## src/rtl/dmem_access_ctrl_pkg.sv

```systemverilog
// Shared types and sizing for the MEM-stage data-memory sequencer.
// The state encoding is intended for reuse by the I-side sequencer.
package dmem_access_ctrl_pkg;

  localparam int unsigned DATA_W  = 16;
  localparam int unsigned ADDR_W  = 16;
  localparam int unsigned CNT_W   = 8;
  localparam int unsigned TIMEOUT = 255;

  typedef enum logic [1:0] {
    ST_IDLE = 2'b00,
    ST_REQ  = 2'b01,
    ST_WAIT = 2'b10,
    ST_DONE = 2'b11
  } mem_state_e;

  // Memory is word addressed; the byte-select bit is forced to zero.
  function automatic logic [ADDR_W-1:0] word_align(input logic [ADDR_W-1:0] addr);
    return {addr[ADDR_W-1:1], 1'b0};
  endfunction

endpackage

```

## src/rtl/dmem_access_ctrl_if.sv

```systemverilog
// Request/ready/rvalid bus between the MEM-stage sequencer (master) and data memory (slave).
interface dmem_access_ctrl_if
  import dmem_access_ctrl_pkg::*;
();

  logic              mem_req;
  logic              mem_we;
  logic [ADDR_W-1:0] mem_addr;
  logic [DATA_W-1:0] mem_wdata;
  logic              mem_ready;
  logic              mem_rvalid;
  logic [DATA_W-1:0] mem_rdata;

  modport master (
    output mem_req, mem_we, mem_addr, mem_wdata,
    input  mem_ready, mem_rvalid, mem_rdata
  );

  modport slave (
    input  mem_req, mem_we, mem_addr, mem_wdata,
    output mem_ready, mem_rvalid, mem_rdata
  );

endinterface

```

## src/rtl/dmem_access_ctrl_timeout_counter.sv

```systemverilog
// Saturation-free wait counter: clear/enable, terminal count flags the last allowed cycle.
module dmem_access_ctrl_timeout_counter #(
  parameter int unsigned CNT_W = 8,
  parameter int unsigned LIMIT = 255
) (
  input  logic clk,
  input  logic rst_n,
  input  logic i_clr,
  input  logic i_en,
  output logic o_tc
);

  localparam logic [CNT_W-1:0] LAST = CNT_W'(LIMIT - 1);

  logic [CNT_W-1:0] r_count;

  // Count cycles spent waiting on the memory.
  always_ff @(posedge clk or negedge rst_n) begin
    if (!rst_n) begin
      r_count <= {CNT_W{1'b0}};
    end else if (i_clr) begin
      r_count <= {CNT_W{1'b0}};
    end else if (i_en) begin
      r_count <= r_count + {{(CNT_W-1){1'b0}}, 1'b1};
    end else begin
      r_count <= r_count;
    end
  end

  assign o_tc = i_en & (r_count == LAST);

endmodule

```

## src/rtl/dmem_access_ctrl.sv

```systemverilog
// MEM-stage data-memory sequencer: turns EX_MEM load/store controls into a
// req/ready/rvalid transaction and stalls the pipeline until it completes.
module dmem_access_ctrl
  import dmem_access_ctrl_pkg::*;
(
  input  logic              clk,
  input  logic              rst_n,
  input  logic              i_M_MemRead,
  input  logic              i_M_MemWrite,
  input  logic [ADDR_W-1:0] i_M_ALUout,
  input  logic [DATA_W-1:0] i_M_WriteData,
  input  logic              i_pipe_hold,
  dmem_access_ctrl_if.master bus,
  output logic [DATA_W-1:0] o_M_MemData,
  output logic              o_mem_stall,
  output logic              o_mem_err
);

  mem_state_e        r_state;
  logic              r_req;
  logic              r_we;
  logic [ADDR_W-1:0] r_addr;
  logic [DATA_W-1:0] r_wdata;
  logic [DATA_W-1:0] r_mem_data;
  logic              r_err;

  logic w_op;
  logic w_cnt_clr;
  logic w_cnt_en;
  logic w_tc;

  assign w_op      = i_M_MemRead | i_M_MemWrite;
  assign w_cnt_clr = (r_state == ST_IDLE) & w_op;
  assign w_cnt_en  = (r_state == ST_REQ) | (r_state == ST_WAIT);

  dmem_access_ctrl_timeout_counter #(
    .CNT_W (CNT_W),
    .LIMIT (TIMEOUT)
  ) u_timeout (
    .clk   (clk),
    .rst_n (rst_n),
    .i_clr (w_cnt_clr),
    .i_en  (w_cnt_en),
    .o_tc  (w_tc)
  );

  // Transaction sequencer; completion wins over a coincident timeout.
  always_ff @(posedge clk or negedge rst_n) begin
    if (!rst_n) begin
      r_state    <= ST_IDLE;
      r_req      <= 1'b0;
      r_we       <= 1'b0;
      r_addr     <= {ADDR_W{1'b0}};
      r_wdata    <= {DATA_W{1'b0}};
      r_mem_data <= {DATA_W{1'b0}};
      r_err      <= 1'b0;
    end else begin
      case (r_state)
        ST_IDLE: begin
          if (w_op) begin
            r_addr  <= word_align(i_M_ALUout);
            r_wdata <= i_M_WriteData;
            r_we    <= i_M_MemWrite;
            r_req   <= 1'b1;
            r_state <= ST_REQ;
          end
        end
        ST_REQ: begin
          if (bus.mem_ready) begin
            r_req   <= 1'b0;
            r_state <= r_we ? ST_DONE : ST_WAIT;
          end else if (w_tc) begin
            r_req   <= 1'b0;
            r_err   <= 1'b1;
            if (!r_we) begin
              r_mem_data <= {DATA_W{1'b0}};
            end
            r_state <= ST_DONE;
          end
        end
        ST_WAIT: begin
          if (bus.mem_rvalid) begin
            r_mem_data <= bus.mem_rdata;
            r_state    <= ST_DONE;
          end else if (w_tc) begin
            r_err      <= 1'b1;
            r_mem_data <= {DATA_W{1'b0}};
            r_state    <= ST_DONE;
          end
        end
        ST_DONE: begin
          // Hold in DONE while the pipeline is frozen elsewhere so the op is not reissued.
          if (!i_pipe_hold) begin
            r_state <= ST_IDLE;
          end
        end
        default: begin
          r_req   <= 1'b0;
          r_state <= ST_IDLE;
        end
      endcase
    end
  end

  assign bus.mem_req   = r_req;
  assign bus.mem_we    = r_we;
  assign bus.mem_addr  = r_addr;
  assign bus.mem_wdata = r_wdata;
  assign o_M_MemData   = r_mem_data;
  assign o_mem_err     = r_err;
  // Gated by rst_n so the stall releases the moment reset asserts.
  assign o_mem_stall   = rst_n & w_op & (r_state != ST_DONE);

endmodule

```

## src/flat_wrapper.sv

```systemverilog
// flat-port wrapper written by rule: the top's interface ports become plain ports
module dmem_access_ctrl_flat import dmem_access_ctrl_pkg::*;
  (clk, rst_n, i_M_MemRead, i_M_MemWrite, i_M_ALUout, i_M_WriteData, i_pipe_hold, o_M_MemData, o_mem_stall, o_mem_err, bus_mem_req, bus_mem_we, bus_mem_addr, bus_mem_wdata, bus_mem_ready, bus_mem_rvalid, bus_mem_rdata);
  dmem_access_ctrl_if bus_i ();
  input  logic clk;
  input  logic rst_n;
  input  logic i_M_MemRead;
  input  logic i_M_MemWrite;
  input  logic [ADDR_W-1:0] i_M_ALUout;
  input  logic [DATA_W-1:0] i_M_WriteData;
  input  logic i_pipe_hold;
  output logic [DATA_W-1:0] o_M_MemData;
  output logic o_mem_stall;
  output logic o_mem_err;
  output wire logic [$bits(bus_i.mem_req)-1:0] bus_mem_req;
  output wire logic [$bits(bus_i.mem_we)-1:0] bus_mem_we;
  output wire logic [$bits(bus_i.mem_addr)-1:0] bus_mem_addr;
  output wire logic [$bits(bus_i.mem_wdata)-1:0] bus_mem_wdata;
  input wire logic [$bits(bus_i.mem_ready)-1:0] bus_mem_ready;
  input wire logic [$bits(bus_i.mem_rvalid)-1:0] bus_mem_rvalid;
  input wire logic [$bits(bus_i.mem_rdata)-1:0] bus_mem_rdata;
  assign bus_mem_req = bus_i.mem_req;
  assign bus_mem_we = bus_i.mem_we;
  assign bus_mem_addr = bus_i.mem_addr;
  assign bus_mem_wdata = bus_i.mem_wdata;
  assign bus_i.mem_ready = bus_mem_ready;
  assign bus_i.mem_rvalid = bus_mem_rvalid;
  assign bus_i.mem_rdata = bus_mem_rdata;
  dmem_access_ctrl u_core (.clk(clk), .rst_n(rst_n), .i_M_MemRead(i_M_MemRead), .i_M_MemWrite(i_M_MemWrite), .i_M_ALUout(i_M_ALUout), .i_M_WriteData(i_M_WriteData), .i_pipe_hold(i_pipe_hold), .bus(bus_i), .o_M_MemData(o_M_MemData), .o_mem_stall(o_mem_stall), .o_mem_err(o_mem_err));
endmodule
```

## config.mk

```make
export PLATFORM = sky130hd
export DESIGN_NAME = dmem_access_ctrl_flat
export DESIGN_NICKNAME = d
export VERILOG_FILES = /design/src/rtl/dmem_access_ctrl_pkg.sv /design/src/rtl/dmem_access_ctrl_if.sv /design/src/rtl/dmem_access_ctrl_timeout_counter.sv /design/src/rtl/dmem_access_ctrl.sv /design/src/flat_wrapper.sv
export SDC_FILE = /design/constraint.sdc
export NUM_CORES = 1
export LEC_CHECK = 0
export BUFFER_PORTS_ARGS = -buffer_cell sky130_fd_sc_hd__buf_2
export CORE_ASPECT_RATIO = 0.9
export CORE_MARGIN = 2
export CORE_UTILIZATION = 49
export DETAILED_ROUTE_END_ITERATION = 6
export PLACE_DENSITY = 0.8
export SYNTH_ARGS = -nofsm -noshare
export SYNTH_HDL_FRONTEND = slang
export SYNTH_SLANG_ARGS = --single-unit
```

## constraint.sdc

```tcl
create_clock -name clk -period 2.4 [get_ports clk]
set_input_delay 0.36 -clock clk [delete_from_list [all_inputs] [get_ports clk]]
set_output_delay 0.36 -clock clk [all_outputs]
set_load 0.05 [all_outputs]
```

==> results of run 1 <==
-- area by class of cell --
type	count	area share, %
Clock buffer	13	4.46
Clock inverter	3	1.93
Inverter	20	2.11
Multi-Input combinational cell	192	30.7
Sequential cell	60	42.1
Tap cell	67	2.35
Timing Repair Buffer	112	16.3
-- cells in the mapped netlist, types with 2 or more instances --
library cell and n:
a211oi_1 19, ha_1 6, nand3_1 2, buf_6 3
xor2_1 3, clkbuf_1 9, dfrtp_1 60, inv_1 20
o21ai_0 3, nand4_1 3, buf_2 4, a21oi_1 5
nor2_1 8, buf_4 2, and4_1 2, a221o_1 16
nand2_1 100, a21o_1 2, or3_1 2
-- cell families (layout without fill, tap and decap cells) --
kind of cell	after synthesis	count (layout)	synth area share (%)
AND/OR/NAND/NOR	125	125	18.8
AO/OA/AOI/OAI	55	55	16.1
multiplexers	1	1	0.361
adder cells (fa/ha/maj)	6	6	2.71
XOR/XNOR	4	4	1.26
flip-flops	60	60	54.2
buffers and inverters	38	148	6.41
other	1	1	0.135
-- registers in the layout, indices dropped and copies added, names as in the netlist --
| name | cells |
|---|---|
| u_core.o_mem_err | 1 |
| u_core.u_timeout.r_count | 8 |
| u_core.bus.mem_req | 1 |
| u_core.r_state | 2 |
| u_core.o_M_MemData | 16 |
| u_core.bus.mem_wdata | 16 |
| u_core.bus.mem_addr | 15 |
| u_core.bus.mem_we | 1 |
-- where the power goes --
part	switching (mW)	internal, mW
Sequential	0.201	1.34
Combinational	1.87	0.646
Clock	0.394	0.644
-- worst max-delay path by stage --
stage	endpoint	slack, ns	from
2_1_floorplan	o_mem_stall	0.24	u_core.r_state[0]$_DFFE_PN0P_
3_3_place_gp	u_core.r_state[1]$_DFFE_PN0P_	0.45	u_core.r_state[0]$_DFFE_PN0P_
3_5_place_dp	u_core.r_state[1]$_DFFE_PN0P_	0.38	u_core.r_state[0]$_DFFE_PN0P_
4_1_cts	u_core.r_state[1]$_DFFE_PN0P_	0.37	u_core.r_state[0]$_DFFE_PN0P_
5_1_grt	u_core.r_state[1]$_DFFE_PN0P_	0.24	u_core.r_state[0]$_DFFE_PN0P_
6_report	u_core.o_M_MemData[6]$_DFFE_PN0P_	0.37	u_core.r_state[0]$_DFFE_PN0P_
-- tightest hold or removal path: stages --
cell     delay [ns]
buf_2          0.07
nand2_1        0.04
nand2_1        0.04
-- routing by layer --
layer	up-vias	GRT usage (%)
li1	1189	-
met1	1157	28.3
met2	84	32.7
met3	12	5.74
met4	0	9.65
met5	-	0
==> results_dict.tcl, run 1 <==
set metrics [dict create \
    setup_tns_ns 0 \
    global_route.overflow_total 0 \
    grt_start_max_net_pins 61 \
    design.final.nets 456 \
    final_cell_mix "buf_2, nand2_1, dfrtp_1" \
    hold_violations 0 \
    floorplan.initialDensity_pct 51.8 \
    cp_data_required_time_ns 2.61 \
    rr_endpoint "u_core.o_M_MemData[6]$_DFFE_PN0P_" \
    numPortBuffers 104 \
    synth_top_flop_cell "dfrtp_1" \
    max-vdd-ir-drop_v 0.000976 \
    final_critical_path_setup_slack_ns 0.375 \
    post-route-min-period_ns 2.03 \
    critical_path_depth 6 \
    met2WireLength_um 3110 \
    fillCellCount 434 \
    finalSetupViolations 0 \
    met3_length_um 451 \
    outcome "finished clean" \
    ios 107 \
    clock_insertion_delay_worst_skew_ns 0.33 \
    slowest_delay_ns 0.43 \
    tritoncts "yes" \
    holdWs_ns 0.209 \
    dpl_worst_slack_ns 0.385 \
    area_delta_synth_final_pct 28.6 \
    core.rowCount 25 \
    cts_made_buffers 9 \
    critPathLaunchType "flip-flop" \
    crit-reg2reg-launch "u_core.r_state[0]$_DFFE_PN0P_" \
    worst-path-max-fanout 19 \
    yosys-top-cells-area "dfrtp_1, nand2_1, a221o_1" \
    global_route_wire_length_before_repair_um 10300 \
    post_drt_via_cell_ratio 5.23 \
    hold_path_startpoint "i_M_ALUout[7]" \
    n_antenna_cell 0 \
    post-synth-top-area-cell "dfrtp_1" \
    cts_num_sinks 60 \
    yosys.area.top_type_share_pct 54.2 \
    drc_errors 0 \
    multi_input_comb_area_um2 1100 \
    avgSynthCellArea_um2 9.56 \
    wire_per_inst_um 14.3 \
    post_dp_cell_area_um2 3340 \
    place.detailed.instances 451 \
    highest_layer "met4" \
    cts_hold_repair.buffers 0 \
    whs_path_depth 3 \
    grt_pass1_vias 2218 \
    slew_violations 0 \
    fin_area_um2 3560 \
    critical_path.slowest_cell "dfrtp_1" \
    worst_ep_arrival_time_ns 2.24 \
    yosys_register_bits 60 \
    synth_fp_nets 351 \
    die_x_um 83.3 \
    synthCells 290 \
    layout.core_utilization_pct 66.6 \
    clkSlewWorstSetupHoldPaths_ns 0.07 \
    fin_skew_ns 0.00655 \
    drt_first_pass_iters 4 \
    postRouteWirelength_um 6670 \
    fp.coreArea_um2 5350 \
    max_capacitance_violation_count 0 \
    finish.cell_count_without_fillers 467 \
    layout-drive-gt1-share_pct 32.3 \
    timing.final.crit_share_pct 84.4 \
    synth_area_um2 2770 \
    timing.critical_path.cells "inv_1 > ha_1 > and4_1 > buf_4 > a211oi_1 > a221o_1" \
    asyncSetResetFlopFracSynth_pct 100 \
    clock_path_buffers 2 \
    first_iter_violations 170 \
    slew_headroom_pct 50.1 \
    antenna_found_initial 0 \
    synth_warnings 0 \
    vias 2442 \
    dpl.hpwl_um 4670 \
    chipHeight_um 75.3 \
    tightestPinTransition_ns 0.748 \
    crit_buf_inv 2 \
    critPathCaptureType "flip-flop" \
    final_antenna_net_count 0 \
    timing_worst_setup_path_type "flip-flop to flip-flop" \
    yosysUniqueCellTypes 40 \
    total_leakage_power_nw 1.91 \
    final_common_cell "buf_2" \
    die_area_um2 6270 \
    reg2reg_slack_ns 0.37 \
    cts.repair.resized 0 \
    ctsHtreeMaxLevel 3 \
    fmax_mhz 494 \
    global_route.usage.total_pct 21.1 \
    post_cts_buffers 0 \
    synth_sequential_area_ratio_pct 54.2 \
    powerDensity_nw_per_um2 1430 \
    rsz_0062_raised_after_global_routing "no" \
    worstHoldEndpoint "u_core.bus.mem_addr[7]$_DFFE_PN0P_" \
    reg2regPathDepth 6 \
    synth_edf_count 0 \
    cts_root_buffer "clkbuf_8" \
    wirelength_met1_um 3000 \
    worstHoldPathType "input port to flip-flop" \
    placer_congestion_estimate 0.866 \
    footprint_of_the_flip_flops_and_latches_um2 1500 \
    fin_total_pwr_mw 5.10 \
    crit_family "compound AO/OA/AOI/OAI gates" \
]
Note: power is estimated with default switching activity, not from simulation.
==> run 2: changes to the inputs <==
--- a/config.mk
+++ b/config.mk
@@ -5,12 +5,13 @@
 export SDC_FILE = /design/constraint.sdc
 export NUM_CORES = 1
 export LEC_CHECK = 0
+export ABC_AREA = 1
 export BUFFER_PORTS_ARGS = -buffer_cell sky130_fd_sc_hd__buf_2
 export CORE_ASPECT_RATIO = 0.9
 export CORE_MARGIN = 2
-export CORE_UTILIZATION = 49
+export CORE_UTILIZATION = 44
 export DETAILED_ROUTE_END_ITERATION = 6
-export PLACE_DENSITY = 0.8
+export PLACE_DENSITY = 0.76
 export SYNTH_ARGS = -nofsm -noshare
 export SYNTH_HDL_FRONTEND = slang
 export SYNTH_SLANG_ARGS = --single-unit
==> constraint.sdc (replaced) <==
create_clock -name clk -period 1.67 [get_ports clk]
set_input_delay 0.2505 -clock clk [delete_from_list [all_inputs] [get_ports clk]]
set_output_delay 0.2505 -clock clk [all_outputs]
set_load 0.05 [all_outputs]
==> run 2 against run 1 <==
Net effect:
- final cell count increased by 18%
- wire length decreased by 12%
- flip-flop and latch count unchanged
- sequential power increased by 47%
- critical endpoint is now u_core.o_M_MemData[10]$_DFFE_PN0P_
- largest cell class unchanged
- highest routed layer unchanged
==> results_dict.tcl, run 2 <==
set metrics [dict create \
    outcome "finished clean" \
    max-vdd-ir-drop_v 0.00112 \
    final_critical_path_setup_slack_ns 0.00911 \
    critPathLaunchType "flip-flop" \
    drc_errors 0 \
    total_leakage_power_nw 2.20 \
    final_common_cell "nand2_1" \
    tightestPinTransition_ns 0.739 \
    synth_edf_count 0 \
    final_antenna_net_count 0 \
    clock_path_buffers 2 \
    avgSynthCellArea_um2 8.04 \
    synth_fp_nets 405 \
    yosysUniqueCellTypes 26 \
    ios 107 \
    synth_top_flop_cell "dfrtp_1" \
    die_area_um2 6940 \
    worstSetupStartpoint "u_core.r_state[1]$_DFFE_PN0P_" \
    reg2reg_slack_ns 0.009 \
    cts_made_buffers 9 \
    first_iter_violations 113 \
    core.rowCount 27 \
    ctsHtreeMaxLevel 3 \
    placer_congestion_estimate 0.831 \
    worst-path-max-fanout 16 \
    cp_data_required_time_ns 1.88 \
    max_capacitance_violation_count 0 \
    critical_path.slowest_cell "dfrtp_1" \
    finish.cell_count_without_fillers 549 \
    antenna_found_initial 0 \
    dpl.hpwl_um 4120 \
    synth_sequential_area_ratio_pct 54.3 \
    worst_path_most_repeated_cell "nand2_4" \
    worst_ep_arrival_time_ns 1.88 \
    global_route.usage.total_pct 17.5 \
    clkSlewWorstSetupHoldPaths_ns 0.07 \
    dpl_worst_slack_ns 0.0290 \
    numPortBuffers 104 \
    design.final.nets 518 \
    layout-drive-gt1-share_pct 31.0 \
    synth_common_cells "nand2_1, dfrtp_1, inv_1" \
    timing_worst_setup_path_type "flip-flop to flip-flop" \
    fmax_mhz 602 \
    cts_hold_repair.buffers 0 \
    asyncSetResetFlopFracSynth_pct 100 \
    global_route_wire_length_before_repair_um 9740 \
    tritoncts "yes" \
    slowest_delay_ns 0.42 \
    chipHeight_um 79.2 \
    fin_skew_ns 0.00809 \
    post-route-min-period_ns 1.66 \
    slew_headroom_pct 50.7 \
    setup_tns_ns 0 \
    post_drt_via_cell_ratio 4.51 \
    drt_first_pass_iters 4 \
    rr_endpoint "u_core.o_M_MemData[10]$_DFFE_PN0P_" \
    area_delta_synth_final_pct 31.3 \
    global_route.overflow_total 0 \
    synthCells 344 \
    n_antenna_cell 0 \
    yosys_register_bits 60 \
    layout.core_utilization_pct 59.4 \
    timing.critical_path.cells "inv_2 > ha_4 > nand2_4 > nor2_4 > nand2_4 > a21oi_4 > nand2_4 > nand2_1 > nand2_1" \
    holdWs_ns 0.0906 \
    wire_per_inst_um 10.7 \
    synth_area_um2 2770 \
    post-synth-top-area-cell "dfrtp_1" \
    grt_start_max_net_pins 61 \
    clock_insertion_delay_worst_skew_ns 0.32 \
    floorplan.initialDensity_pct 45.2 \
    synth_warnings 0 \
    rsz_0062_raised_after_global_routing "yes" \
    yosys.area.top_type_share_pct 54.3 \
    final_cell_mix "nand2_1, buf_2, dfrtp_1" \
    fp.coreArea_um2 6110 \
    slew_violations 0 \
    grt_pass1_vias 2232 \
    worstHoldPathType "input port to async pin" \
    postRouteWirelength_um 5860 \
    yosys-top-cells-area "dfrtp_1, nand2_1, inv_1" \
    timing.final.crit_share_pct 99.5 \
    hold_violations 0 \
    critPathCaptureType "flip-flop" \
    cts_num_sinks 60 \
    place.detailed.instances 532 \
    cts_root_buffer "clkbuf_8" \
    die_x_um 87.6 \
    crit-reg2reg-launch "u_core.r_state[1]$_DFFE_PN0P_" \
    powerDensity_nw_per_um2 2040 \
    fillCellCount 589 \
    finalSetupViolations 0 \
    vias 2474 \
    reg2regPathDepth 9 \
    post-synth-top-count-cell "nand2_1" \
]
==> run 2: cell types whose count changed after synthesis, moves of 3 or more <==
cell | previous run | this run
nand2_1 | 100 | 156
xor2_1 | 3 | 0
nand3_1 | 2 | 21
inv_1 | 20 | 33
a221o_1 | 16 | 0
a211oi_1 | 19 | 1
nor2_1 | 8 | 25
buf_2 | 4 | 0
==> run 2: power breakdown <==
part / total, mW / internal (mW) / switching [mW]
logic: 4.00 / 1.03 / 2.97
clock network: 1.14 / 0.572 / 0.570
registers: 2.26 / 1.97 / 0.281
==> run 2: worst max-delay path by stage <==
stage,endpoint
2_1_floorplan,u_core.o_M_MemData[0]$_DFFE_PN0P_
3_3_place_gp,u_core.o_M_MemData[3]$_DFFE_PN0P_
3_5_place_dp,u_core.o_M_MemData[10]$_DFFE_PN0P_
4_1_cts,u_core.o_M_MemData[10]$_DFFE_PN0P_
5_1_grt,u_core.o_M_MemData[1]$_DFFE_PN0P_
6_report,u_core.o_M_MemData[10]$_DFFE_PN0P_
==> run 2: repair_timing <==
action | 4_1_cts | 5_1_grt
buffers inserted | 1 | 0
hold endpoints to repair | 0 | 0
pin swaps | 0 | 1
cloned | 0 | 0
setup endpoints to repair | 1 | 19
gates resized for setup | 1 | 5
==> run 2: logic make-up after synthesis <==
kind of cell / Yosys count / synth area share (%)
buf+inv: 45 / 6.92
fa+ha+maj: 6 / 2.71
simple gates: 215 / 31.9
other cells: 1 / 0.136
compound gates: 17 / 3.98
flops: 60 / 54.3
==> run 2: final cells by class <==
class                   count  area, um2  share of cell area, %
multi-input cells         239       1090                   30.1
flip-flops and latches     60       1500                   41.4
repair buffers            113        621                   17.1
clock buffers              10        138                   3.79
inverters                  34        130                   3.58
well taps                  87        109                   3.00
clock inverters             6       40.0                   1.10
==> run 2: worst max-delay path: cells and delay by family, from the launching register on <==
family | cells | cell delay, ns
buf+inv | 1 | 0.09
fa+ha+maj | 1 | 0.28
flops | 1 | 0.42
compound gates | 1 | 0.21
simple gates | 6 | 0.56
==> run 2: through the flow <==
step / total power [mW] / instance area (um2)
finish: 7.40 / 3630
global placement: 6.18 / 3430
CTS: 7.43 / 3620
floorplan: 5.24 / 2780
global route: 7.92 / 3630
detailed placement: 6.24 / 3430
==> run 2: per-layer routing <==
layer | track usage (%) | vias up | part of all wire, %
li1 | - | 1277 | -
met1 | 23.5 | 1089 | 47
met2 | 28.0 | 97 | 44
met3 | 4.68 | 11 | 7.3
met4 | 4.77 | 0 | 1.4
met5 | 0 | - | 0
==> run 3: changes to the inputs <==
--- a/config.mk
+++ b/config.mk
@@ -8,7 +8,7 @@
 export ABC_AREA = 1
 export BUFFER_PORTS_ARGS = -buffer_cell sky130_fd_sc_hd__buf_2
 export CORE_ASPECT_RATIO = 0.9
-export CORE_MARGIN = 2
+export CORE_MARGIN = 8
 export CORE_UTILIZATION = 44
 export DETAILED_ROUTE_END_ITERATION = 6
 export PLACE_DENSITY = 0.76
==> run 3 against run 2 <==
Net effect:
- the run now ends with setup timing left
- via count increased by 2.5%
- flip-flop and latch count unchanged
- final cell count increased by 1.3%
- first-iteration DRC count decreased by 19%
- maximum frequency decreased by 0.81%
- cell area increased by 2.2%
- worst hold slack improved by 0.0037 ns
- sequential power about the same
- clock power increased by 11%
- wire length increased by 21%
- count of clock-buffer cells in the layout unchanged
- worst setup slack got worse by 0.014 ns
==> results_dict.tcl, run 3 (synthesis gave the netlist of run 2 again) <==
set metrics [dict create \
    max_capacitance_violation_count 0 \
    global_route.overflow_total 0 \
    cts_root_buffer "clkbuf_8" \
    dpl_worst_slack_ns 0.00630 \
    clock_insertion_delay_worst_skew_ns 0.33 \
    post-route-min-period_ns 1.67 \
    critPathCaptureType "flip-flop" \
    floorplan.initialDensity_pct 45.2 \
    place.detailed.instances 535 \
    final_common_cell "nand2_1" \
    slew_violations 0 \
    powerDensity_nw_per_um2 2070 \
    antenna_found_initial 0 \
    tightestPinTransition_ns 0.755 \
    drt_first_pass_iters 4 \
    dpl.hpwl_um 4960 \
    outcome "finished, violations left" \
    critical_path.endpoint "u_core.o_M_MemData[0]$_DFFE_PN0P_" \
    worstSetupStartpoint "u_core.r_state[1]$_DFFE_PN0P_" \
    core.rowCount 27 \
    worstHoldPathType "input port to async pin" \
    highest_layer "met4" \
    fp.coreArea_um2 6110 \
    cts_num_sinks 60 \
    n_antenna_cell 0 \
    slowest_delay_ns 0.41 \
    reg2regPathDepth 9 \
    ios 107 \
    ctsHtreeMaxLevel 3 \
    worst-path-max-fanout 12 \
    wirelength_met1_um 3020 \
    drc_errors 0 \
    die_area_um2 9080 \
    crit-reg2reg-launch "u_core.r_state[1]$_DFFE_PN0P_" \
    global_route_wire_length_before_repair_um 11700 \
    clkSlewWorstSetupHoldPaths_ns 0.07 \
    fin_total_pwr_mw 7.70 \
    hold_violations 0 \
    worst_path_most_repeated_cell "nand2_4" \
    layout-drive-gt1-share_pct 33.3 \
    fmax_mhz 597 \
    total_leakage_power_nw 2.25 \
    final_antenna_net_count 0 \
    design.final.nets 526 \
    slew_headroom_pct 49.7 \
    wire_per_inst_um 12.8 \
    max-vdd-ir-drop_v 0.00140 \
    postRouteWirelength_um 7100 \
    reg2reg_slack_ns -0.004 \
    fillCellCount 555 \
    grt_start_max_net_pins 61 \
    first_iter_violations 91 \
    tritoncts "yes" \
    grt_pass1_vias 2608 \
    timing.final.crit_share_pct 100 \
    clock_path_buffers 2 \
    layout.core_utilization_pct 60.7 \
    area_delta_synth_final_pct 34.3 \
    post_drt_via_cell_ratio 4.56 \
    critical_path_depth 9 \
    met3_length_um 800 \
    crit_family "flip-flops" \
    worst_ep_arrival_time_ns 1.95 \
    cts_made_buffers 9 \
    timing.critical_path.cells "inv_2 > ha_4 > nand2_4 > nor2_4 > nand2_4 > a21oi_4 > buf_6 > nand3_1 > nand2_1" \
    cp_data_required_time_ns 1.94 \
    finish.cell_count_without_fillers 556 \
    holdWs_ns 0.0943 \
    rsz_0062_raised_after_global_routing "yes" \
    finalSetupViolations 1 \
    fin_area_um2 3710 \
    critPathLaunchType "flip-flop" \
    critical_path.slowest_cell "dfrtp_1" \
    met2WireLength_um 3210 \
    fin_skew_ns 0.0102 \
    numPortBuffers 104 \
    chipHeight_um 91.2 \
    placer_congestion_estimate 0.827 \
    die_x_um 99.6 \
    vias 2535 \
    failed_checks "setup timing" \
    post_dp_cell_area_um2 3440 \
    rr_endpoint "u_core.o_M_MemData[0]$_DFFE_PN0P_" \
    cts_hold_repair.buffers 0 \
    setup_tns_ns -0.00441 \
    final_cell_mix "nand2_1, buf_2, dfrtp_1" \
    global_route.usage.total_pct 15.9 \
    timing_worst_setup_path_type "flip-flop to flip-flop" \
    final_critical_path_setup_slack_ns -0.00441 \
    crit_buf_inv 2 \
]
## run 3: cell types whose count changed in the layout (fill, tap and decap cells not counted), sizes merged
cell and change:
buf +7, clkinvlp -3, bufinv +1, clkinv +1, nand2 +1
## run 3: power by group
part | total (mW) | switching (mW) | internal, mW
Combinational | 4.15 | 3.06 | 1.09
Clock | 1.27 | 0.560 | 0.713
Sequential | 2.27 | 0.295 | 1.97
Total | 7.70 | 3.92 | 3.78
## run 3: worst min path at each step
stage                                      endpoint  slack [ns]                            startpoint  cells past startpoint
5_1_grt          u_core.bus.mem_addr[4]$_DFFE_PN0P_        0.11                         i_M_ALUout[4]                      3
3_5_place_dp   u_core.bus.mem_wdata[10]$_DFFE_PN0P_        0.45  u_core.bus.mem_wdata[10]$_DFFE_PN0P_                      2
3_3_place_gp      u_core.o_M_MemData[4]$_DFFE_PN0P_        0.45     u_core.o_M_MemData[4]$_DFFE_PN0P_                      2
6_report          u_core.o_M_MemData[7]$_DFFE_PN0P_        0.09                                 rst_n                      2
4_1_cts        u_core.bus.mem_wdata[14]$_DFFE_PN0P_        0.09                     i_M_WriteData[14]                      3
2_1_floorplan   u_core.bus.mem_addr[10]$_DFFE_PN0P_       -0.05                                 rst_n                      0
## run 3: area by class of cell
| type | instances | area, um2 | area share, % |
|---|---|---|---|
| sequential | 60 | 1500 | 40.4 |
| multi-input combinational | 240 | 1120 | 30.1 |
| timing repair buffer | 120 | 663 | 17.9 |
| clock buffer | 10 | 138 | 3.71 |
| inverter | 34 | 130 | 3.51 |
| tap | 87 | 109 | 2.93 |
| clock inverter | 5 | 52.6 | 1.42 |
## run 3: worst reg2reg max path: cells and delay by family, from the launching register on
family	cells	cell delay, ns
buf+inv	2	0.27
compound gates	1	0.25
simple gates	5	0.40
fa+ha+maj	1	0.28
flops	1	0.41
## run 3: layer usage
layer / up-vias / track usage [%]
li1: 1286 / -
met1: 1139 / 17.5
met2: 103 / 26.0
met3: 7 / 7.40
met4: 0 / 6.42
met5: - / 0
## run 3: what timing repair did
item	CTS	global route
endpoints found under the setup margin	3	27
resized for setup	3	11
pin swaps	1	4
buffers inserted	0	5
gates cloned	0	1
